==> config.mk <==
export PLATFORM = sky130hd
export DESIGN_NAME = seq_shifter_flat
export DESIGN_NICKNAME = d
export VERILOG_FILES = /design/src/rtl/seq_shifter_pkg.sv /design/src/rtl/seq_shifter_if.sv /design/src/rtl/seq_shifter_shift_step.sv /design/src/rtl/seq_shifter.sv /design/src/flat_wrapper.sv
export SDC_FILE = /design/constraint.sdc
export NUM_CORES = 1
export LEC_CHECK = 0
export BUFFER_PORTS_ARGS = -buffer_cell sky130_fd_sc_hd__buf_2
export CORE_ASPECT_RATIO = 0.7
export CORE_MARGIN = 4
export CORE_UTILIZATION = 30
export CTS_CLUSTER_DIAMETER = 150
export DETAILED_ROUTE_END_ITERATION = 6
export GPL_TIMING_DRIVEN = 0
export RECOVER_POWER = 25
export SYNTH_ARGS = -nofsm -noshare
export SYNTH_HDL_FRONTEND = slang
export SYNTH_HIERARCHICAL = 1
export SYNTH_SLANG_ARGS = --single-unit
==> constraint.sdc <==
create_clock -name clk -period 3.4 [get_ports clk]
set_input_delay 0.51 -clock clk [delete_from_list [all_inputs] [get_ports clk]]
set_output_delay 0.51 -clock clk [all_outputs]
set_load 0.02 [all_outputs]
==> src/rtl/seq_shifter_pkg.sv <==
// seq_shifter_pkg: shared encodings for the multi-cycle shift unit.
//   mode_e  - shift mode as decoded by the ALU (SLL/SRL/SRA/ROL)
//   state_e - seq_shifter FSM states
package seq_shifter_pkg;

    typedef enum logic [1:0] {
        MODE_SLL = 2'b00,
        MODE_SRL = 2'b01,
        MODE_SRA = 2'b10,
        MODE_ROL = 2'b11
    } mode_e;

    typedef enum logic [1:0] {
        ST_IDLE  = 2'b00,
        ST_SHIFT = 2'b01,
        ST_DONE  = 2'b10
    } state_e;

endpackage

==> src/rtl/seq_shifter_if.sv <==
// seq_shifter_if: request/result bundle between the ALU and seq_shifter.
//   start, mode, din, shamt - request, driven by the master (ALU)
//   busy, done, dout        - status/result, driven by the slave (shifter)
interface seq_shifter_if #(
    parameter int WIDTH   = 32,
    parameter int SHAMT_W = 5
);
    import seq_shifter_pkg::*;

    logic               start;
    mode_e              mode;
    logic [WIDTH-1:0]   din;
    logic [SHAMT_W-1:0] shamt;
    logic               busy;
    logic               done;
    logic [WIDTH-1:0]   dout;

    modport master (
        output start, mode, din, shamt,
        input  busy, done, dout
    );

    modport slave (
        input  start, mode, din, shamt,
        output busy, done, dout
    );

endinterface

==> src/rtl/seq_shifter_shift_step.sv <==
// shift_step: combinational single-step shifter.
//   value - operand
//   k     - shift distance, 0..STEP
//   mode  - SLL/SRL/SRA/ROL
//   result- value shifted by k
module shift_step
    import seq_shifter_pkg::*;
#(
    parameter int WIDTH = 32,
    parameter int STEP  = 1,
    parameter int K_W   = $clog2(STEP + 1)
) (
    input  logic [WIDTH-1:0] value,
    input  logic [K_W-1:0]   k,
    input  mode_e            mode,
    output logic [WIDTH-1:0] result
);

    logic [WIDTH-1:0] rol;
    logic [WIDTH-1:0] sra;

    // k never exceeds WIDTH, so the right-hand term covers k=0 (shift by
    // WIDTH yields 0) and k=WIDTH (left term is 0) without special cases.
    assign rol = (value << k) | (value >> (WIDTH - int'(k)));
    assign sra = WIDTH'($signed(value) >>> k);

    always_comb begin
        result = value;
        case (mode)
            MODE_SLL: result = value << k;
            MODE_SRL: result = value >> k;
            MODE_SRA: result = sra;
            MODE_ROL: result = rol;
            default:  result = value;
        endcase
    end

endmodule

==> src/rtl/seq_shifter.sv <==
// seq_shifter: multi-cycle shift unit, up to STEP bits per clock.
//   clk   - rising-edge clock
//   reset - synchronous, active-high; aborts any operation in flight
//   bus   - seq_shifter_if slave: start/mode/din/shamt in,
//           busy/done/dout out (all outputs registered)
module seq_shifter
    import seq_shifter_pkg::*;
#(
    parameter int WIDTH   = 32,
    parameter int SHAMT_W = 5,
    parameter int STEP    = 1
) (
    input logic          clk,
    input logic          reset,
    seq_shifter_if.slave bus
);

    localparam int K_W = $clog2(STEP + 1);

    state_e             state_q, state_nxt;
    mode_e              mode_q, mode_nxt;
    logic [WIDTH-1:0]   dout_q, dout_nxt;
    logic [SHAMT_W-1:0] rem_q, rem_nxt;
    logic               busy_q, done_q;
    logic [K_W-1:0]     k;
    logic [WIDTH-1:0]   stepped;

    shift_step #(
        .WIDTH (WIDTH),
        .STEP  (STEP),
        .K_W   (K_W)
    ) u_step (
        .value  (dout_q),
        .k      (k),
        .mode   (mode_q),
        .result (stepped)
    );

    // k = min(STEP, remaining)
    always_comb begin
        if (32'(rem_q) >= STEP) k = K_W'(STEP);
        else                    k = K_W'(rem_q);
    end

    always_comb begin
        state_nxt = state_q;
        mode_nxt  = mode_q;
        dout_nxt  = dout_q;
        rem_nxt   = rem_q;
        case (state_q)
            ST_IDLE, ST_DONE: begin
                if (bus.start) begin
                    dout_nxt  = bus.din;
                    mode_nxt  = bus.mode;
                    rem_nxt   = bus.shamt;
                    state_nxt = (bus.shamt == '0) ? ST_DONE : ST_SHIFT;
                end else begin
                    state_nxt = ST_IDLE;
                end
            end
            ST_SHIFT: begin
                dout_nxt = stepped;
                rem_nxt  = rem_q - SHAMT_W'(k);
                if (rem_nxt == '0) state_nxt = ST_DONE;
            end
            default: state_nxt = ST_IDLE;
        endcase
    end

    always_ff @(posedge clk) begin
        if (reset) begin
            state_q <= ST_IDLE;
            mode_q  <= MODE_SLL;
            dout_q  <= '0;
            rem_q   <= '0;
            busy_q  <= 1'b0;
            done_q  <= 1'b0;
        end else begin
            state_q <= state_nxt;
            mode_q  <= mode_nxt;
            dout_q  <= dout_nxt;
            rem_q   <= rem_nxt;
            // Status flags registered from the next state so they line up
            // with state_q without decoding it on the output path.
            busy_q  <= (state_nxt == ST_SHIFT);
            done_q  <= (state_nxt == ST_DONE);
        end
    end

    assign bus.busy = busy_q;
    assign bus.done = done_q;
    assign bus.dout = dout_q;

endmodule

==> src/flat_wrapper.sv <==
// flat-port wrapper written by rule: the top's interface ports become plain ports
module seq_shifter_flat import seq_shifter_pkg::*;
#(
    parameter int WIDTH   = 32,
    parameter int SHAMT_W = 5,
    parameter int STEP    = 1
)
  (clk, reset, bus_start, bus_mode, bus_din, bus_shamt, bus_busy, bus_done, bus_dout);
  seq_shifter_if #(.WIDTH(WIDTH), .SHAMT_W(SHAMT_W)) bus_i ();
  input logic clk;
  input logic reset;
  input wire logic [$bits(bus_i.start)-1:0] bus_start;
  input wire logic [$bits(bus_i.mode)-1:0] bus_mode;
  input wire logic [$bits(bus_i.din)-1:0] bus_din;
  input wire logic [$bits(bus_i.shamt)-1:0] bus_shamt;
  output wire logic [$bits(bus_i.busy)-1:0] bus_busy;
  output wire logic [$bits(bus_i.done)-1:0] bus_done;
  output wire logic [$bits(bus_i.dout)-1:0] bus_dout;
  assign bus_i.start = bus_start;
  assign bus_i.mode = bus_mode;
  assign bus_i.din = bus_din;
  assign bus_i.shamt = bus_shamt;
  assign bus_busy = bus_i.busy;
  assign bus_done = bus_i.done;
  assign bus_dout = bus_i.dout;
  seq_shifter #(.WIDTH(WIDTH), .SHAMT_W(SHAMT_W), .STEP(STEP)) u_core (.clk(clk), .reset(reset), .bus(bus_i));
endmodule
==> metrics, run 1 <==
status=finished, final reports clean; # H-tree levels=2; cts hold-fix bufs=0; Synth Register Bits=43; Finish-stage setup viols=0; largest net degree at the start of global routing=12; hold crit path type=in2reg; clock slew at reported path FFs=0.06 ns; row count=28; DP HPWL=6.03 mm; asr flop ratio synth=0%; setup ws final=1.28 ns; Overflow after GRT=0; Pwr Density=596 nW/µm²; cts repair resizes=0; CP peak stage delay=0.46 ns; crit-path cells=nor3_2, nand2_1, clkbuf_1, clkbuf_1, nor2_1, a21oi_1, mux2i_1, a211oi_1; clock buffer depth=2; worst reg2reg startpoint=u_core/rem_q[2]; Yosys cell types=37; f_max=0.472 GHz; DR vias=2,592; crit path max fanout=10; initial antenna violation count=0; critical path type=reg2reg; CTS Sinks=43; WP depth=8; die height=87.0 µm; Leak=1.30 nW; Tot GR Track Use=15.2%; # DRC=0; first-pass iteration count of the detailed router=4; maxcap violations=0; Slew headroom=64.9%; die area=10,500 µm²; CP most frequent cell=clkbuf_1; clock root buffer=clkbuf_16; Tcrit/Tclk final=62.3%; R2R Setup Slk=1.28 ns; Reg2Reg Depth=8; net count after synthesis=361; final-report max-slew violation count=0; FF-to-FF End=u_core/bus.dout[18]; commonest non-fill, non-tap cell in the layout=nor2_1; final WL=7.98 mm; Initial DRC Count=153; clock skew=0.00412 ns; Syn Inst Count=318; CTS tree=yes; die width=121 µm; Critical Path Sink=u_core/bus.dout[18]; Final Hold Viols=0; RSZ-0062 raised after global routing=false; CP Capture Type=flop; first-pass GRT wire length=12.9 mm; YS warnings=6; total design power=1.97 mW; Post-Route Utilization=38.5%; dpl cells=512; Avg Inst Size Synth=8.42 µm²; slowest CP cell=dfxtp_1; Vias/cell=5.00; Setup TNS Final=0 ns; min Tclk post-route=2.12 ns; worst slew pin tran=0.526 ns; Post-CTS Setup Repair Bufs=0; mapped cell area=2680 µm²; final antenna-violating net count=0; arrival time at the worst endpoint=2.31 ns; most frequent cells in the layout=nor2_1, mux2i_1, buf_2, dfxtp_1, a21oi_1; net total in the final layout=442; dpl ws=1.30 ns; diode count=0; Ports=76; clock latency on the worst-skew pair=0.28 ns; initial core utilization=31.2%; layout cells sized above 1=20.6%; Required @ worst endpoint=3.60 ns; predominant post-synthesis flop cell=dfxtp_1; Num CTS Buffers=5; sequential-to-total area share from yosys stat=32.2%; Worst path top cell family by delay=buffers and inverters; Buffers & Inverters on Critical Path=2; CP Launch Type=flop; VDD IR max=0.241 mV; DR WL/cell=15.4 µm; IO Port Bufs=74; EDFF count, synth=0; global placement routability congestion=0.875; synth-to-layout area growth=23.5%; core area=8580 µm²; Post-Layout Cell Count=518; Crit. Startpoint=u_core/rem_q[2]; vias in the first global route=2,525
## power by group
group	internal (mW)	leakage (nW)	total [mW]	switching, mW
registers	0.576	0.356	0.673	0.0968
logic	0.342	0.882	0.846	0.503
clock network	0.264	0.0628	0.452	0.188
## flip-flops by register name (all words and copies together), names as in the netlist
register and cells:
u_core/bus.busy 1, u_core/bus.done 1, u_core/bus.dout 32, u_core/mode_q 2, u_core/rem_q 5, u_core/state_q 2
## metrics by stage
step	hold slack, ns	cell area [µm²]
global route	0.475	3300
finish	0.472	3300
global placement	0.556	3200
detailed placement	0.562	3200
floorplan	0.516	2680
CTS	0.474	3330
## layout make-up
type                    instances  area, µm²
clock buffers                   6        129
repair buffers                 74        350
inverters                       4       15.0
plain buffers                  28        159
fillers                       922       5280
well taps                     120        150
flip-flops and latches         43        861
multi-input cells             243       1640
## how the worst min path moves through the flow
stage	from	to	slack (ns)	cells after the start
after floorplan	u_core/mode_q[0]	u_core/mode_q[0]	0.52	2
after global placement	u_core/mode_q[0]	u_core/mode_q[0]	0.56	2
after detailed placement	u_core/mode_q[0]	u_core/mode_q[0]	0.56	2
after CTS	bus_mode[0]	u_core/mode_q[0]	0.47	3
after global routing	bus_mode[0]	u_core/mode_q[0]	0.48	3
final	bus_mode[0]	u_core/mode_q[0]	0.47	3
## cells in the mapped netlist (2+ instances only)
cell type	number	area [µm²]
a211oi_1	34	255
a31o_1	2	17.5
dfxtp_1	43	861
inv_1	4	15.0
clkbuf_1	15	56.3
buf_1	3	11.3
nor2_1	66	248
a22oi_1	3	22.5
a21oi_1	39	195
buf_2	2	10.0
buf_4	2	15.0
buf_6	6	67.6
nor2b_1	4	25.0
mux2i_1	62	621
o21ai_0	2	10.0
nand2_1	10	37.5
## routing by layer
layer / GRT usage [%] / up-vias / share of wire (%)
met2: 21.6 / 76 / 40
met4: 4.32 / 0 / 1.3
met5: 0 / - / 0
li1: - / 1304 / -
met3: 3.31 / 8 / 6.6
met1: 22.9 / 1204 / 52
## worst min-delay path, delay by kind of cell
family,cells,cell delay [ns]
and+or+nand+nor,1,0.05
AOI/OAI and AO/OA,1,0.05
buffers and inverters,1,0.10
## kinds of logic after synthesis
| group | count (synthesis) | synth area share [%] |
|---|---|---|
| DFF | 43 | 32.2 |
| buffers and inverters | 32 | 6.54 |
| AOI/OAI and AO/OA | 85 | 20.5 |
| and+or+nand+nor | 90 | 14.9 |
| xor gates and xnor gates | 3 | 1.26 |
| muxes | 64 | 24.2 |
| adders and majority gates | 1 | 0.467 |
Note: power is estimated with default switching activity, not from simulation.
==> run 2: changes to the inputs <==
==> constraint.sdc (replaced) <==
create_clock -name clk -period 1.8 [get_ports clk]
set_input_delay 0.27 -clock clk [delete_from_list [all_inputs] [get_ports clk]]
set_output_delay 0.27 -clock clk [all_outputs]
set_load 0.02 [all_outputs]
==> run 2 against run 1 <==
Against the previous run:
- setup slack worse by 1.2 ns
- clock power up 110%
- total power up 100%
- global-route usage up 0.080 points
- critical path depth down 1
- clock-buffer cell count up 2
- final cell count up 1.2%
- sequential share of layout area down 0.67 points
- sequential power up 90%
- via count about the same
- flip-flop and latch count unchanged
- critical path type unchanged
- critical endpoint is now u_core/bus.done
==> metrics, run 2 (synthesis results as in run 1) <==
status=finished, final reports clean; slowest CP cell=dfxtp_1; Finish-stage setup viols=0; final antenna-violating net count=0; die height=87.0 µm; dpl cells=512; Final Hold Viols=0; crit path max fanout=4; global placement routability congestion=0.855; initial core utilization=31.2%; # DRC=0; arrival time at the worst endpoint=1.91 ns; crit-path cells=inv_2, a21oi_2, ha_4, nor3b_4, xor2_2, nor4_4, a31o_1; Tot GR Track Use=15.3%; most frequent cells in the layout=nor2_1, buf_2, mux2i_1, a21oi_1, dfxtp_1; # H-tree levels=2; synth-to-layout area growth=28.8%; f_max=0.575 GHz; Sw Share=38.8%; P_sw=1.54 mW; diode count=0; first-pass iteration count of the detailed router=4; Required @ worst endpoint=1.97 ns; first-pass GRT wire length=12.9 mm; commonest non-fill, non-tap cell in the layout=nor2_1; Int Power=2.42 mW; Slew headroom=65.6%; Largest register FFs=32; core area=8580 µm²; initial antenna violation count=0; die area=10,500 µm²; Post-Layout Cell Count=524; Clock Power Share=24.0%; DP Area=3200 µm²; clock slew at reported path FFs=0.06 ns; Reg power frac=32.2%; CP Launch Type=flop; clock latency on the worst-skew pair=0.28 ns; design area=3450 µm²; Initial DRC Count=123; maxcap violations=0; top routing layer used=met4; die width=121 µm; IO Port Bufs=74; VDD IR max=0.421 mV; DR WL/cell=15.5 µm; DP HPWL=6.01 mm; routed length on met3=667 µm; CP peak stage delay=0.37 ns; wl on met1=3.98 mm; final-report max-slew violation count=0; RSZ-0062 raised after global routing=true; DR vias=2,590; net total in the final layout=446; CP Capture Type=flop; Tcrit/Tclk final=96.6%; CTS tree=yes; total design power=3.96 mW; cts hold-fix bufs=0; Leak=1.37 nW; hold crit path type=in2reg; clock skew=0.00305 ns; Overflow after GRT=0; met2 wire len=3.37 mm; row count=28; Num CTS Buffers=5; layout cells sized above 1=26.2%; final WL=8.11 mm; min Tclk post-route=1.74 ns; largest net degree at the start of global routing=13; clock buffer depth=2; Comb pwr share=43.7%; Vias/cell=4.94; clock root buffer=clkbuf_16; vias in the first global route=2,496; critical path type=reg2reg; Pwr Density=1150 nW/µm²; CTS Sinks=43; worst slew pin tran=0.517 ns; Ports=76
==> run 2: cell count changes in the layout (fill, tap and decap cells not counted), sizes merged <==
cell    delta
buf        +9
clkbuf     -3
==> run 2: through the flow <==
stage	util (%)	TNS [ns]	setup slack, ns	hold slack (ns)
2_1_floorplan	-	0	0.00318	0.406
4_1_cts	39.5	0	0.0125	0.235
6_report	40.1	0	0.0611	0.229
5_1_grt	40.1	-0.102	-0.0379	0.250
3_3_place_gp	37.3	-7.44	-0.242	0.538
3_5_place_dp	37.3	-7.78	-0.263	0.533
==> run 2: path summary, 6_finish.rpt <==
| path | startpoint | end | slack [ns] | depth (start not counted) |
|---|---|---|---|---|
| worst max-delay path | u_core/rem_q[1] | u_core/bus.done | 0.06 | 7 |
| worst min-delay path | bus_mode[0] | u_core/mode_q[0] | 0.23 | 3 |
| worst max register to register | u_core/rem_q[1] | u_core/bus.done | 0.06 | 7 |
| worst min register to register | u_core/mode_q[0] | u_core/mode_q[0] | 0.53 | 2 |
==> run 2: per-layer routing <==
layer | global-route usage, % | vias to the layer above
li1 | - | 1315
met1 | 22.4 | 1182
met2 | 22.8 | 87
met3 | 3.44 | 6
met4 | 3.60 | 0
met5 | 0 | -
==> run 2: power by group through the flow <==
stage | Clock, mW | Sequential, mW | Combinational (mW)
CTS | 0.977 | 1.27 | 1.64
detailed placement | 0 | 1.29 | 1.60
finish | 0.952 | 1.28 | 1.73
floorplan | 0 | 1.37 | 1.06
global placement | 0 | 1.28 | 1.57
global route | 1.01 | 1.31 | 1.91
==> run 2: what timing repair did <==
action	4_1_cts	5_1_grt
pin swaps	2	8
setup buffers	1	3
endpoints found under the setup margin	36	34
endpoints found under the hold margin	0	0
gates resized for setup	13	20
gates cloned	0	0
==> run 2: layout make-up <==
type	instances	area, µm²
plain buffers	28	174
clock buffers	8	156
fillers	878	5140
inverters	4	15.0
multi-input cells	243	1700
flip-flops and latches	43	875
well taps	120	150
repair buffers	78	379
==> run 2: worst max-delay path, delay by kind of cell, from the launching register on <==
| kind | cells | cell delay [ns] |
|---|---|---|
| compound gates | 2 | 0.43 |
| xor+xnor | 1 | 0.27 |
| fa+ha+maj | 1 | 0.19 |
| buf+inv | 1 | 0.08 |
| flops | 1 | 0.37 |
| simple gates | 2 | 0.28 |
